**config.mk**
```make
export PLATFORM = sky130hd
export DESIGN_NAME = apb4_master_bridge
export DESIGN_NICKNAME = d
export VERILOG_FILES = /design/src/rtl/apb4_master_bridge.sv
export SDC_FILE = /design/constraint.sdc
export NUM_CORES = 1
export LEC_CHECK = 0
export ABC_AREA = 1
export BUFFER_PORTS_ARGS = -buffer_cell sky130_fd_sc_hd__clkbuf_2
export CAP_MARGIN = 20
export CELL_PAD_IN_SITES_DETAIL_PLACEMENT = 1
export CELL_PAD_IN_SITES_GLOBAL_PLACEMENT = 2
export CORE_ASPECT_RATIO = 0.9
export CORE_UTILIZATION = 26
export CTS_CLUSTER_DIAMETER = 40
export DETAILED_ROUTE_END_ITERATION = 8
export GPL_ROUTABILITY_DRIVEN = 0
export HOLD_SLACK_MARGIN = 0.03
export PLACE_DENSITY = 0.88
export REMOVE_ABC_BUFFERS = 1
export SYNTH_ARGS = -nofsm -noshare
export SYNTH_HDL_FRONTEND = slang
export SYNTH_SLANG_ARGS = --single-unit
```
**constraint.sdc**
```tcl
create_clock -name clk_i -period 2.8 [get_ports clk_i]
set_clock_uncertainty 0.2 [all_clocks]
set_input_delay 0.42 -clock clk_i [delete_from_list [all_inputs] [get_ports clk_i]]
set_output_delay 0.42 -clock clk_i [all_outputs]
set_load 0.01 [all_outputs]
```
**src/rtl/apb4_master_bridge.sv**
```systemverilog
// APB4 master bridge: turns single-beat valid/ready requests into APB4
// SETUP/ACCESS transfers, with a bounded-wait watchdog and a one-cycle
// response pulse carrying read data and error/timeout status.
module apb4_master_bridge #(
  parameter int ADDR_WIDTH     = 32,
  parameter int DATA_WIDTH     = 32,
  parameter int TIMEOUT_CYCLES = 256
) (
  input  logic                  clk_i,
  input  logic                  rst_i,
  input  logic                  req_valid_i,
  output logic                  req_ready_o,
  input  logic [ADDR_WIDTH-1:0] req_addr_i,
  input  logic [DATA_WIDTH-1:0] req_wdata_i,
  input  logic [3:0]            req_wstrb_i,
  input  logic [2:0]            req_prot_i,
  output logic                  rsp_valid_o,
  output logic [DATA_WIDTH-1:0] rsp_rdata_o,
  output logic                  rsp_err_o,
  output logic                  rsp_timeout_o,
  output logic [ADDR_WIDTH-1:0] paddr_o,
  output logic [2:0]            pprot_o,
  output logic                  psel_o,
  output logic                  penable_o,
  output logic                  pwrite_o,
  output logic [DATA_WIDTH-1:0] pwdata_o,
  output logic [3:0]            pstrb_o,
  input  logic [DATA_WIDTH-1:0] prdata_i,
  input  logic                  pready_i,
  input  logic                  pslverr_i
);

  // Counter only needs to reach TIMEOUT_CYCLES-1; keep at least one bit.
  localparam int              CNT_W    = (TIMEOUT_CYCLES > 1) ? $clog2(TIMEOUT_CYCLES) : 1;
  localparam logic [CNT_W-1:0] CNT_LAST = CNT_W'(TIMEOUT_CYCLES - 1);
  localparam bit              WDOG_EN  = (TIMEOUT_CYCLES != 0);

  typedef enum logic [1:0] {
    ST_IDLE,
    ST_SETUP,
    ST_ACCESS,
    ST_RESP
  } state_t;

  state_t                  state_q, state_d;
  logic [CNT_W-1:0]        cnt_q;
  logic [ADDR_WIDTH-1:0]   addr_q;
  logic [DATA_WIDTH-1:0]   wdata_q;
  logic [3:0]              wstrb_q;
  logic [2:0]              prot_q;
  logic                    pwrite_q;
  logic [DATA_WIDTH-1:0]   rdata_q;
  logic                    err_q;
  logic                    timeout_q;
  logic                    accept;
  logic                    timeout_hit;

  assign accept      = (state_q == ST_IDLE) && req_valid_i;
  // pready wins over the watchdog when both land on the same edge.
  assign timeout_hit = WDOG_EN && (state_q == ST_ACCESS) && !pready_i && (cnt_q == CNT_LAST);

  // Next-state logic for the transfer sequencer.
  always_comb begin
    // NOTE: default first so every path assigns state_d and no latch is inferred.
    state_d = state_q;
    unique case (state_q)
      ST_IDLE:   if (req_valid_i) state_d = ST_SETUP;
      ST_SETUP:  state_d = ST_ACCESS;
      ST_ACCESS: if (pready_i || timeout_hit) state_d = ST_RESP;
      ST_RESP:   state_d = ST_IDLE;
      default:   state_d = ST_IDLE;
    endcase
  end

  // State register; reset aborts any transfer in flight without a response.
  always_ff @(posedge clk_i) begin
    // NOTE: sequential state uses non-blocking assignments so all flops update together.
    if (rst_i) state_q <= ST_IDLE;
    else       state_q <= state_d;
  end

  // Watchdog: counts ACCESS cycles, cleared everywhere else.
  always_ff @(posedge clk_i) begin
    if (rst_i)                    cnt_q <= '0;
    else if (state_q == ST_ACCESS) cnt_q <= cnt_q + CNT_W'(1);
    else                          cnt_q <= '0;
  end

  // Request capture at accept; held stable for the whole APB transfer.
  always_ff @(posedge clk_i) begin
    if (rst_i) begin
      addr_q   <= '0;
      wdata_q  <= '0;
      wstrb_q  <= '0;
      prot_q   <= '0;
      pwrite_q <= 1'b0;
    end else if (accept) begin
      addr_q   <= req_addr_i;
      wdata_q  <= req_wdata_i;
      wstrb_q  <= req_wstrb_i;
      prot_q   <= req_prot_i;
      pwrite_q <= |req_wstrb_i;
    end
  end

  // Response capture at the end of ACCESS (completion or watchdog abort).
  always_ff @(posedge clk_i) begin
    if (rst_i) begin
      rdata_q   <= '0;
      err_q     <= 1'b0;
      timeout_q <= 1'b0;
    end else if (state_q == ST_ACCESS && pready_i) begin
      rdata_q   <= (pwrite_q || pslverr_i) ? '0 : prdata_i;
      err_q     <= pslverr_i;
      timeout_q <= 1'b0;
    end else if (timeout_hit) begin
      rdata_q   <= '0;
      err_q     <= 1'b1;
      timeout_q <= 1'b1;
    end
  end

  // Outputs decode only flopped state, so APB inputs never reach them combinationally.
  assign req_ready_o   = (state_q == ST_IDLE);
  assign psel_o        = (state_q == ST_SETUP) || (state_q == ST_ACCESS);
  assign penable_o     = (state_q == ST_ACCESS);
  assign paddr_o       = addr_q;
  assign pprot_o       = prot_q;
  assign pwrite_o      = pwrite_q;
  assign pwdata_o      = wdata_q;
  assign pstrb_o       = wstrb_q;
  assign rsp_valid_o   = (state_q == ST_RESP);
  assign rsp_rdata_o   = rsp_valid_o ? rdata_q : '0;
  assign rsp_err_o     = rsp_valid_o & err_q;
  assign rsp_timeout_o = rsp_valid_o & timeout_q;

endmodule

```
# Word-level counts from Yosys, hierarchy flattened
# Index checks and enable logic that the tools add are counted.
[word_totals] reg_bits=116 input_bits=108 output_inout_bits=110 elab_cells=43
[classes] addsub=1 n_eq_ne=6 n_mux=9 bitwise=3 n_reduce_logical=14
[ops] operator="2-to-1 mux 32 bit" count=4
[ops] operator="adder 8 x 1 -> 8 bit, second input constant" count=1
[ops] operator="equality test 8 bit, second input constant" count=1
[ops] operator="one-hot mux 2 bit (4 select lines)" count=1
[ops] operator="equality test 2 bit, second input constant" count=2
[ops] operator="logical AND 1 bit" count=4
[ops] operator="2-to-1 mux 2 bit" count=2
[ops] operator="OR reduction 2 bit" count=2
[ops] operator="OR reduction 4 bit" count=1
[ops] operator="logical OR 1 bit" count=3
[ops] operator="AND 1 bit" count=2
[ops] operator="equality test 2 x 1 -> 1 bit, second input constant" count=1
[ops] operator="zero test 2 bit" count=1
[ops] operator="2-to-1 mux 1 bit" count=2
[ops] operator="inequality test 2 x 1 -> 1 bit, second input constant" count=1
[ops] operator="inequality test 2 bit, second input constant" count=1
[ops] operator="AND reduction 2 bit" count=1
[ops] operator="nonzero test 2 bit" count=1
[ops] operator="zero test 1 bit" count=1
[ops] operator="NOT 1 bit" count=1

# Longest topological paths before layout
# Gate-level depths: netlist of run 1.
[logic_depth] depth_word=6 ltp_mapped=8

# Worst setup path after synthesis of run 1
# Ideal clock, no wire load.
[synth_path] kind="register -> output" start="reg state_q[1]" end="out rsp_rdata_o[10]" arrival_time_ns=1.228 t_required_ns=2.180 setup_slack_ns=0.952 stages_incl_launch_ff=6 n_path_buf=2 path_cell_list="dfxtp_1 ha_1 clkbuf_1 clkbuf_1 nand2_1 inv_1"
[synth_between] elab_chain_cells=2
[synth_rtl] element="start: declaration" line="45" source="state_t state_q, state_d;"
[synth_rtl] element="start signal: assignment" line="79" source="else state_q <= state_d;"
[synth_rtl] element="equality test 2 bit" line="132" source="assign rsp_valid_o = (state_q == ST_RESP);"
[synth_rtl] element="net rsp_valid_o" line="17" source="output logic rsp_valid_o,"
[synth_rtl] element="2-to-1 mux 32 bit" line="133" source="assign rsp_rdata_o = rsp_valid_o ? rdata_q : '0;"
[synth_rtl] element="end: declaration" line="18" source="output logic [DATA_WIDTH-1:0] rsp_rdata_o,"
# The timed path passes the listed nets, and every way through them passes these cells.

# Worst setup path in the final report of run 1
[layout_path] start="reg state_q[1]" end="out rsp_rdata_o[12]"
[layout_between] elab_chain_cells=2
[layout_rtl] element="equality test 2 bit" line="132"
[layout_rtl] element="2-to-1 mux 32 bit" line="133"
# No other way between the ends.

==> results of run 1 <==
[cell type report]
class	instances	area, sq um
Clock buffer	21	480
Tap cell	211	264
Clock inverter	9	104
Multi-Input combinational cell	398	1780
Inverter	53	199
Sequential cell	116	2320
Timing Repair Buffer	240	1320
Fill cell	2184	10400
[worst max-delay path: cells and delay by family (launching register included)]
kind | cells | cell delay [ps]
adders and majority gates | 1 | 170
buffers and inverters | 3 | 560
DFF | 1 | 380
and+or+nand+nor | 1 | 140
[logic make-up after synthesis]
logic type | count (synthesis)
flops | 116
xor+xnor | 1
compound gates | 118
buf+inv | 93
simple gates | 274
fa+ha+maj | 5
[state kept, by name, summed over array words and instances, names as in the netlist, 2 cells and up]
register	cells
pprot_o	3
state_q	2
rdata_q	32
pstrb_o	4
cnt_q	8
paddr_o	32
pwdata_o	32
[final timing paths]
| kind | from | end | slack, ps |
|---|---|---|---|
| max | state_q[1] | rsp_rdata_o[12] | 520 |
| min | prdata_i[20] | rdata_q[20] | 50 |
| max reg2reg | state_q[0] | rdata_q[21] | 770 |
| min reg2reg | cnt_q[0] | cnt_q[0] | 260 |
[synth_stat cells]
cell	count
nand3_1	34
o21ai_1	3
a21oi_1	40
buf_6	4
xnor2_1	1
buf_2	10
nand3_2	1
o211ai_1	1
buf_1	4
nand2_2	1
a41oi_1	1
dfxtp_1	116
inv_1	53
nand3b_1	1
nor2_1	152
o21ai_0	71
clkbuf_1	19
a21oi_2	1
a211oi_1	1
nor3_4	1
nand2_1	83
or2_2	1
ha_1	5
buf_4	3
[power by group]
part	switching (uW)	internal, uW
registers	180	1990
logic	951	600
clock network	760	1390
[stage by stage]
stage / TNS (ps) / setup slack [ps]
2_1_floorplan: -23670 / -488
3_3_place_gp: 0 / 825
3_5_place_dp: 0 / 759
4_1_cts: 0 / 466
5_1_grt: 0 / 389
6_report: 0 / 516
[metal layers]
metal,vias up,part of all wire
li1,2353,-
met1,2075,0.44
met2,168,0.44
met3,10,0.11
met4,0,0.0082
met5,-,0
[repair_timing]
item / 4_1_cts / 5_1_grt
hold buffers: 11 / 0
endpoints found under the setup margin: 0 / 0
endpoints found under the hold margin: 11 / 0
setup buffers: 0 / 0
==> impl_metrics.toml, run 1 <==
[worst_setup_path]
startpoint_type = "flop"
end_kind = "output port"
reg2reg_depth = 7
worstPathArrival_ps = 1660
slowest_delay_ps = 380
crit_slowest_cell = "dfxtp_1"
cp_cell_sequence = "ha_1 > buf_4 > nand2_1 > inv_1 > clkbuf_2"
worstPathMaxFanout = 35
critPathKind = "reg -> out"
worstPathRequired_ps = 2180

[global_route]
antenna_found_initial = 0
use_met3 = 0.0891
grt_use_met1 = 0.199
grt_pass1_wl_um = 23400
first_global_vias = 4707
grt.met2_usage = 0.264
overflow = 0
busiest_layer = "met2"
grt_usage = 0.169
grt_max_degree = 69

[clock_network]
root_buffer = "clkbuf_16"
htreeDepth = 4
cts.sinks = 116
cts_tree = "built"
clock_latency_ps = 410
clk_path_buf_depth = 2
cts_resized = 0
cts.clk_slew.worst_paths_ps = 50
cts_made_buffers = 17

[sta]
finalHoldViolations = 0
hold_slack_ps = 51.9
period_share = 0.816
fmax_mhz = 438
setup_viol = 0
rsz0062_at_grt = "no"
tightestPinTransition_ps = 629
maxSlewHeadroom = 0.581
maxSlewViolCount = 0
period_needed_ps = 2280

[die]
start_util = 0.266
fp-row-count = 45
die_area_sq_um = 17800
ios = 218
core_area_sq_um = 16900
dieHeight_um = 127
die_w_um = 141

[yosys]
synthDistinctLibCells = 24
yosysSeqAreaShare = 0.516
netlist_area_sq_um = 4500
synth_top_family_by_area = "simple AND/OR/NAND/NOR gates"
synthTopCellsByArea = "dfxtp_1 (52%), nor2_1 (13%), o21ai_0 (7.9%)"
synth_compound_area_frac = 0.134
synth_top_area_cell = "dfxtp_1"
ys_ff_latch = 116
yosys_warnings = 0
synth_area_per_cell_sq_um = 7.41
postSynthCellCount = 607
synth_top_cell_area_share = 0.516
muxShareOfSynthArea = 0
synth_xor_area_frac = 0.00195
synth_simple_gate_area_frac = 0.244
synthAdderAreaFrac = 0.0139

[finish]
final_common_cell = "clkbuf_2"
fin_area_sq_um = 6470
diodes = 0
stdcell_count = 1048
area_growth_pct = 43.8
finalCoreUtilization = 0.383
drive_gt1_frac = 0.319
fin_nets = 939
final_cell_mix = "clkbuf_2 (217), nor2_1 (152), dfxtp_1 (116)"

[route]
drt_wl_total_um = 14300
antenna_left = 0
vias_per_cell = 4.40
drtIter0Drc = 146
vias = 4606
wl_per_cell_um = 13.6
dr.pass1.iters = 4
remaining_drc_errors = 0

[run]
drv_cap = 0

[pwr]
leakagePower_uw = 0.00323
power_density_nw_per_um2 = 908
ir_drop_v = 0.000463
total_power_uw = 5870

[worst_hold_path]
holdPathStages = 3
hp-class = "in -> reg"

[placement]
dpl.cell_count = 1007
dpl.hpwl_um = 10100
post_dp_cell_area_sq_um = 5770
port_buffers = 217

[outcome]
status = "finished, final reports clean"
No activity file was read; power rests on OpenSTA's default activity.
==> inputs of run 2 (changes only) <==
Settings changed: CORE_UTILIZATION 26 to 21, PLACE_DENSITY 0.88 to 0.76.
Clock period 2.8 ns to 2 ns, I/O delays scaled along.
==> run 2 against run 1 <==
Compared with the run above: wire length grew 19%; cell count is 17% higher; clock-buffer cell count fell by 2; highest routed layer unchanged.
==> impl_metrics.toml, run 2 (synthesis results as in run 1) <==
[pwr]
switching_share = 0.329
p_int_uw = 5800
switching_power_uw = 2840
power_density_nw_per_um2 = 1130
pwr-share-clk = 0.361
leakagePower_uw = 0.00367
seqPwrFrac = 0.354
ir_drop_v = 0.000587
pwr-share-comb = 0.284

[sta]
rsz0062_at_grt = "no"
fin_ws_ps = 75.2
period_share = 0.962
setup_viol = 0
tightestPinTransition_ps = 342
maxSlewViolCount = 0
fmax_mhz = 520
maxSlewHeadroom = 0.772
finalHoldViolations = 0
period_needed_ps = 1920
hold_slack_ps = 53.2

[die]
die_w_um = 156
ios = 218
fp-row-count = 50
core_area_sq_um = 20900
die_area_sq_um = 22000
start_util = 0.215
dieHeight_um = 141

[clock_network]
htreeDepth = 4
clk_path_buf_depth = 2
cts.sinks = 116
cts_tree = "built"
cts_made_buffers = 17
clock_latency_ps = 410
cts.clk_slew.worst_paths_ps = 60
root_buffer = "clkbuf_16"

[route]
drt_wl_total_um = 17000
drtIter0Drc = 132
vias = 5055
wl_per_cell_um = 13.9
antenna_left = 0
remaining_drc_errors = 0
dr.pass1.iters = 4
vias_per_cell = 4.14

[worst_setup_path]
slowest_delay_ps = 370
reg2reg_from = "state_q[0]"
worstPathRequired_ps = 1500
end_kind = "output port"
crit_family = "flip-flops"
reg2reg_depth = 9
critPathKind = "reg -> out"
cp_cell_sequence = "ha_4 > clkbuf_16 > nand2_1 > inv_1 > clkbuf_2"
crit_buf_inv = 3
rr_endpoint = "err_q"
crit_slowest_cell = "dfxtp_4"
regToRegSetupSlack_ps = 250
worstPathArrival_ps = 1420
worstPathMaxFanout = 9
startpoint_type = "flop"

[finish]
diodes = 0
final_common_cell = "clkbuf_2"
drive_gt1_frac = 0.294
area_growth_pct = 69.6
fin_nets = 1037
finalCoreUtilization = 0.365
final_cell_mix = "clkbuf_2 (217), nor2_1 (152), dfxtp_1 (114)"

[global_route]
grt_max_degree = 74
grt_pass1_wl_um = 27300
antenna_found_initial = 0
grt_usage = 0.160
overflow = 0
first_global_vias = 5308

[placement]
dpl.hpwl_um = 10900
place_ws_ps = 166
port_buffers = 217

[worst_hold_path]
hold_end = "rdata_q[4]"
min_from = "rst_i"
hp-class = "in -> reg"
holdPathStages = 2

[outcome]
status = "finished, final reports clean"

[run]
drv_cap = 0
## run 2: changes by cell type in the layout (fill, tap and decap cells not counted), sizes merged
| cell | before | now |
|---|---|---|
| clkinvlp | 2 | 3 |
| clkinv | 5 | 6 |
| dlygate4sd3 | 11 | 104 |
| buf | 12 | 16 |
| bufinv | 2 | 3 |
| clkbuf | 238 | 237 |
## run 2: cell type report
| type | count | area, sq um |
|---|---|---|
| multi-input combinational | 398 | 1790 |
| tap | 286 | 358 |
| timing repair buffer | 338 | 2350 |
| fill | 2587 | 13300 |
| sequential | 116 | 2330 |
| inverter | 53 | 201 |
| clock inverter | 12 | 158 |
| clock buffer | 19 | 443 |
## run 2: power by group through the flow
stage          sequential [uW]  clock (uW)  combinational (uW)
6_report                  3060        3120                2460
4_1_cts                   3070        3220                2460
3_5_place_dp              3100           0                2250
2_1_floorplan             3260           0                 989
3_3_place_gp              3080           0                2230
5_1_grt                   3130        3320                2760
## run 2: layer usage
layer	global-route usage	up-vias	wire length (um)
met3	0.0676	13	1540
met5	0	-	0
li1	-	2549	-
met1	0.184	2312	7530
met4	0.0521	0	194
met2	0.266	181	7770
## run 2: through the flow
stage	std cells	cell area, sq um	total power (uW)	setup TNS (ps)
final	1222	7630	8650	0
after global routing	1222	7630	9210	0
after CTS	1221	7600	8750	0
after detailed placement	1085	5920	5350	0
after global placement	1085	5920	5310	0
after floorplan	567	4290	4250	-86280
## run 2: worst max path at each step
stage	start	end	slack (ps)	cells past startpoint
after floorplan	state_q[1]	pstrb_o[0]	-1290	6
after global placement	state_q[0]	paddr_o[11]	230	7
after detailed placement	state_q[0]	paddr_o[15]	170	7
after CTS	state_q[1]	rsp_rdata_o[21]	20	5
after global routing	state_q[1]	rsp_rdata_o[20]	9	5
final	state_q[1]	rsp_rdata_o[1]	80	5
## run 2: what timing repair did
action | 4_1_cts | 5_1_grt
hold endpoints to repair | 105 | 0
endpoints found under the setup margin | 34 | 6
setup buffers | 0 | 0
resized for setup | 6 | 2
gates cloned | 1 | 1
pin swaps | 1 | 1
hold buffers | 104 | 0
==> inputs of run 3 (changes only) <==
Settings changed: CELL_PAD_IN_SITES_DETAIL_PLACEMENT 1 to 0, CELL_PAD_IN_SITES_GLOBAL_PLACEMENT 2 to 1, CORE_UTILIZATION 21 to 28, PLACE_DENSITY 0.76 to 0.77, TNS_END_PERCENT set to 10.
==> run 3 against run 2 <==
Compared with the run above: power shrank 4.5%; sequential power is essentially flat; non-clock buffer count shrank 4; sequential share of layout area grew 0.74 points; critical path depth is the same; clock-buffer cell count grew 2; clock power shrank 9.0%; global-route usage grew 1.1 points; first-iteration DRC count grew 76%; combinational power shrank 4%; cell area shrank 2.4%; critical path type unchanged; largest power group is now sequential cells.
==> impl_metrics.toml, run 3 (synthesis results as in run 1) <==
[outcome]
status = "finished, final reports clean"

[placement]
port_buffers = 217
dpl.hpwl_um = 9050
place_ws_ps = 244

[clock_network]
root_buffer = "clkbuf_16"
htreeDepth = 4
cts.clk_slew.worst_paths_ps = 50
clock_latency_ps = 400
cts_tree = "built"
cts_setup_buffers = 0
clk_path_buf_depth = 2
cts_made_buffers = 17
cts.sinks = 116

[worst_setup_path]
end_kind = "output port"
crit_start = "state_q[1]"
worstPathMaxFanout = 18
worstPathRequired_ps = 1500
reg2reg_depth = 8
reg2reg_from = "state_q[0]"
worstPathArrival_ps = 1400
startpoint_type = "flop"
critPathKind = "reg -> out"

[global_route]
grt_max_degree = 69
antenna_found_initial = 0
grt_usage = 0.171
grt_pass1_wl_um = 22200
overflow = 0
first_global_vias = 4639

[route]
drtIter0Drc = 232
antenna_left = 0
vias_per_cell = 4.28
wl_per_cell_um = 12.4
vias = 4856
dr.pass1.iters = 4
drt_wl_total_um = 14100
remaining_drc_errors = 0

[die]
start_util = 0.289
fp-row-count = 43
core_area_sq_um = 15500
dieHeight_um = 122
ios = 218
die_w_um = 136
die_area_sq_um = 16600

[run]
drv_cap = 0

[sta]
fin_ws_ps = 102
rsz0062_at_grt = "no"
setup_viol = 0
tightestPinTransition_ps = 341
hold_slack_ps = 64.0
maxSlewHeadroom = 0.772
finalHoldViolations = 0
fmax_mhz = 527
maxSlewViolCount = 0
period_needed_ps = 1900
period_share = 0.949

[worst_hold_path]
min_from = "req_valid_i"
hp-class = "in -> reg"
holdPathStages = 4

[pwr]
leakagePower_uw = 0.00364
total_power_uw = 8260
ir_drop_v = 0.000658
power_density_nw_per_um2 = 1110

[finish]
drive_gt1_frac = 0.289
area_growth_pct = 65.6
fin_nets = 1033
final_common_cell = "clkbuf_2"
diodes = 0
final_cell_mix = "clkbuf_2 (217), nor2_1 (152), dfxtp_1 (114)"
## run 3: changes by cell type in the layout (fill, tap and decap cells not counted), sizes merged
cell / previous run / this run
buf: 16 / 14
bufinv: 3 / 2
clkbuf: 237 / 238
clkinv: 6 / 8
clkinvlp: 3 / 1
dlygate4sd3: 104 / 103
## run 3: worst paths after layout
kind | endpoint | slack (ps)
hold / removal | state_q[0] | 60
setup reg to reg | rdata_q[7] | 210
setup / recovery | rsp_rdata_o[8] | 100
hold reg to reg | cnt_q[0] | 240
## run 3: repair_timing
action                                  CTS  global route
hold buffers                            103             0
resized for setup                         4             2
cloned                                    1             0
endpoints found under the setup margin    7            16
endpoints found under the hold margin   104             0
pin swaps                                 0             0
## run 3: per-layer routing
| metal | vias up | part of all wire | global-route usage |
|---|---|---|---|
| li1 | 2543 | - | - |
| met1 | 2129 | 0.45 | 0.196 |
| met2 | 176 | 0.46 | 0.291 |
| met3 | 8 | 0.083 | 0.0611 |
| met4 | 0 | 0.010 | 0.0611 |
| met5 | - | 0 | 0 |
## run 3: worst max-delay path: stages, from the launching register on
cell and delay, ps:
dfxtp_4 370, ha_4 190, buf_12 160, nand2_1 70, inv_1 70, clkbuf_2 130
## run 3: area by class of cell
cell class	instances	area (sq um)
Timing Repair Buffer	334	2330
Clock buffer	21	440
Clock inverter	11	111
Tap cell	202	253
Sequential cell	116	2330
Fill cell	1538	8100
Multi-Input combinational cell	398	1790
Inverter	53	199
## run 3: per-stage QoR
step           cells  utilization  setup TNS [ps]  area [sq um]
5_1_grt         1135        0.479               0          7450
4_1_cts         1135        0.479               0          7450
3_3_place_gp     999        0.374               0          5820
2_1_floorplan    567            -          -86280          4290
6_report        1135        0.479               0          7450
3_5_place_dp     999        0.374               0          5820
## run 3: power breakdown
group	leakage [uW]	switching, uW	internal [uW]	total [uW]
logic	0.00241	1360	997	2360
registers	0.000952	261	2800	3060
clock network	0.000274	1020	1820	2840
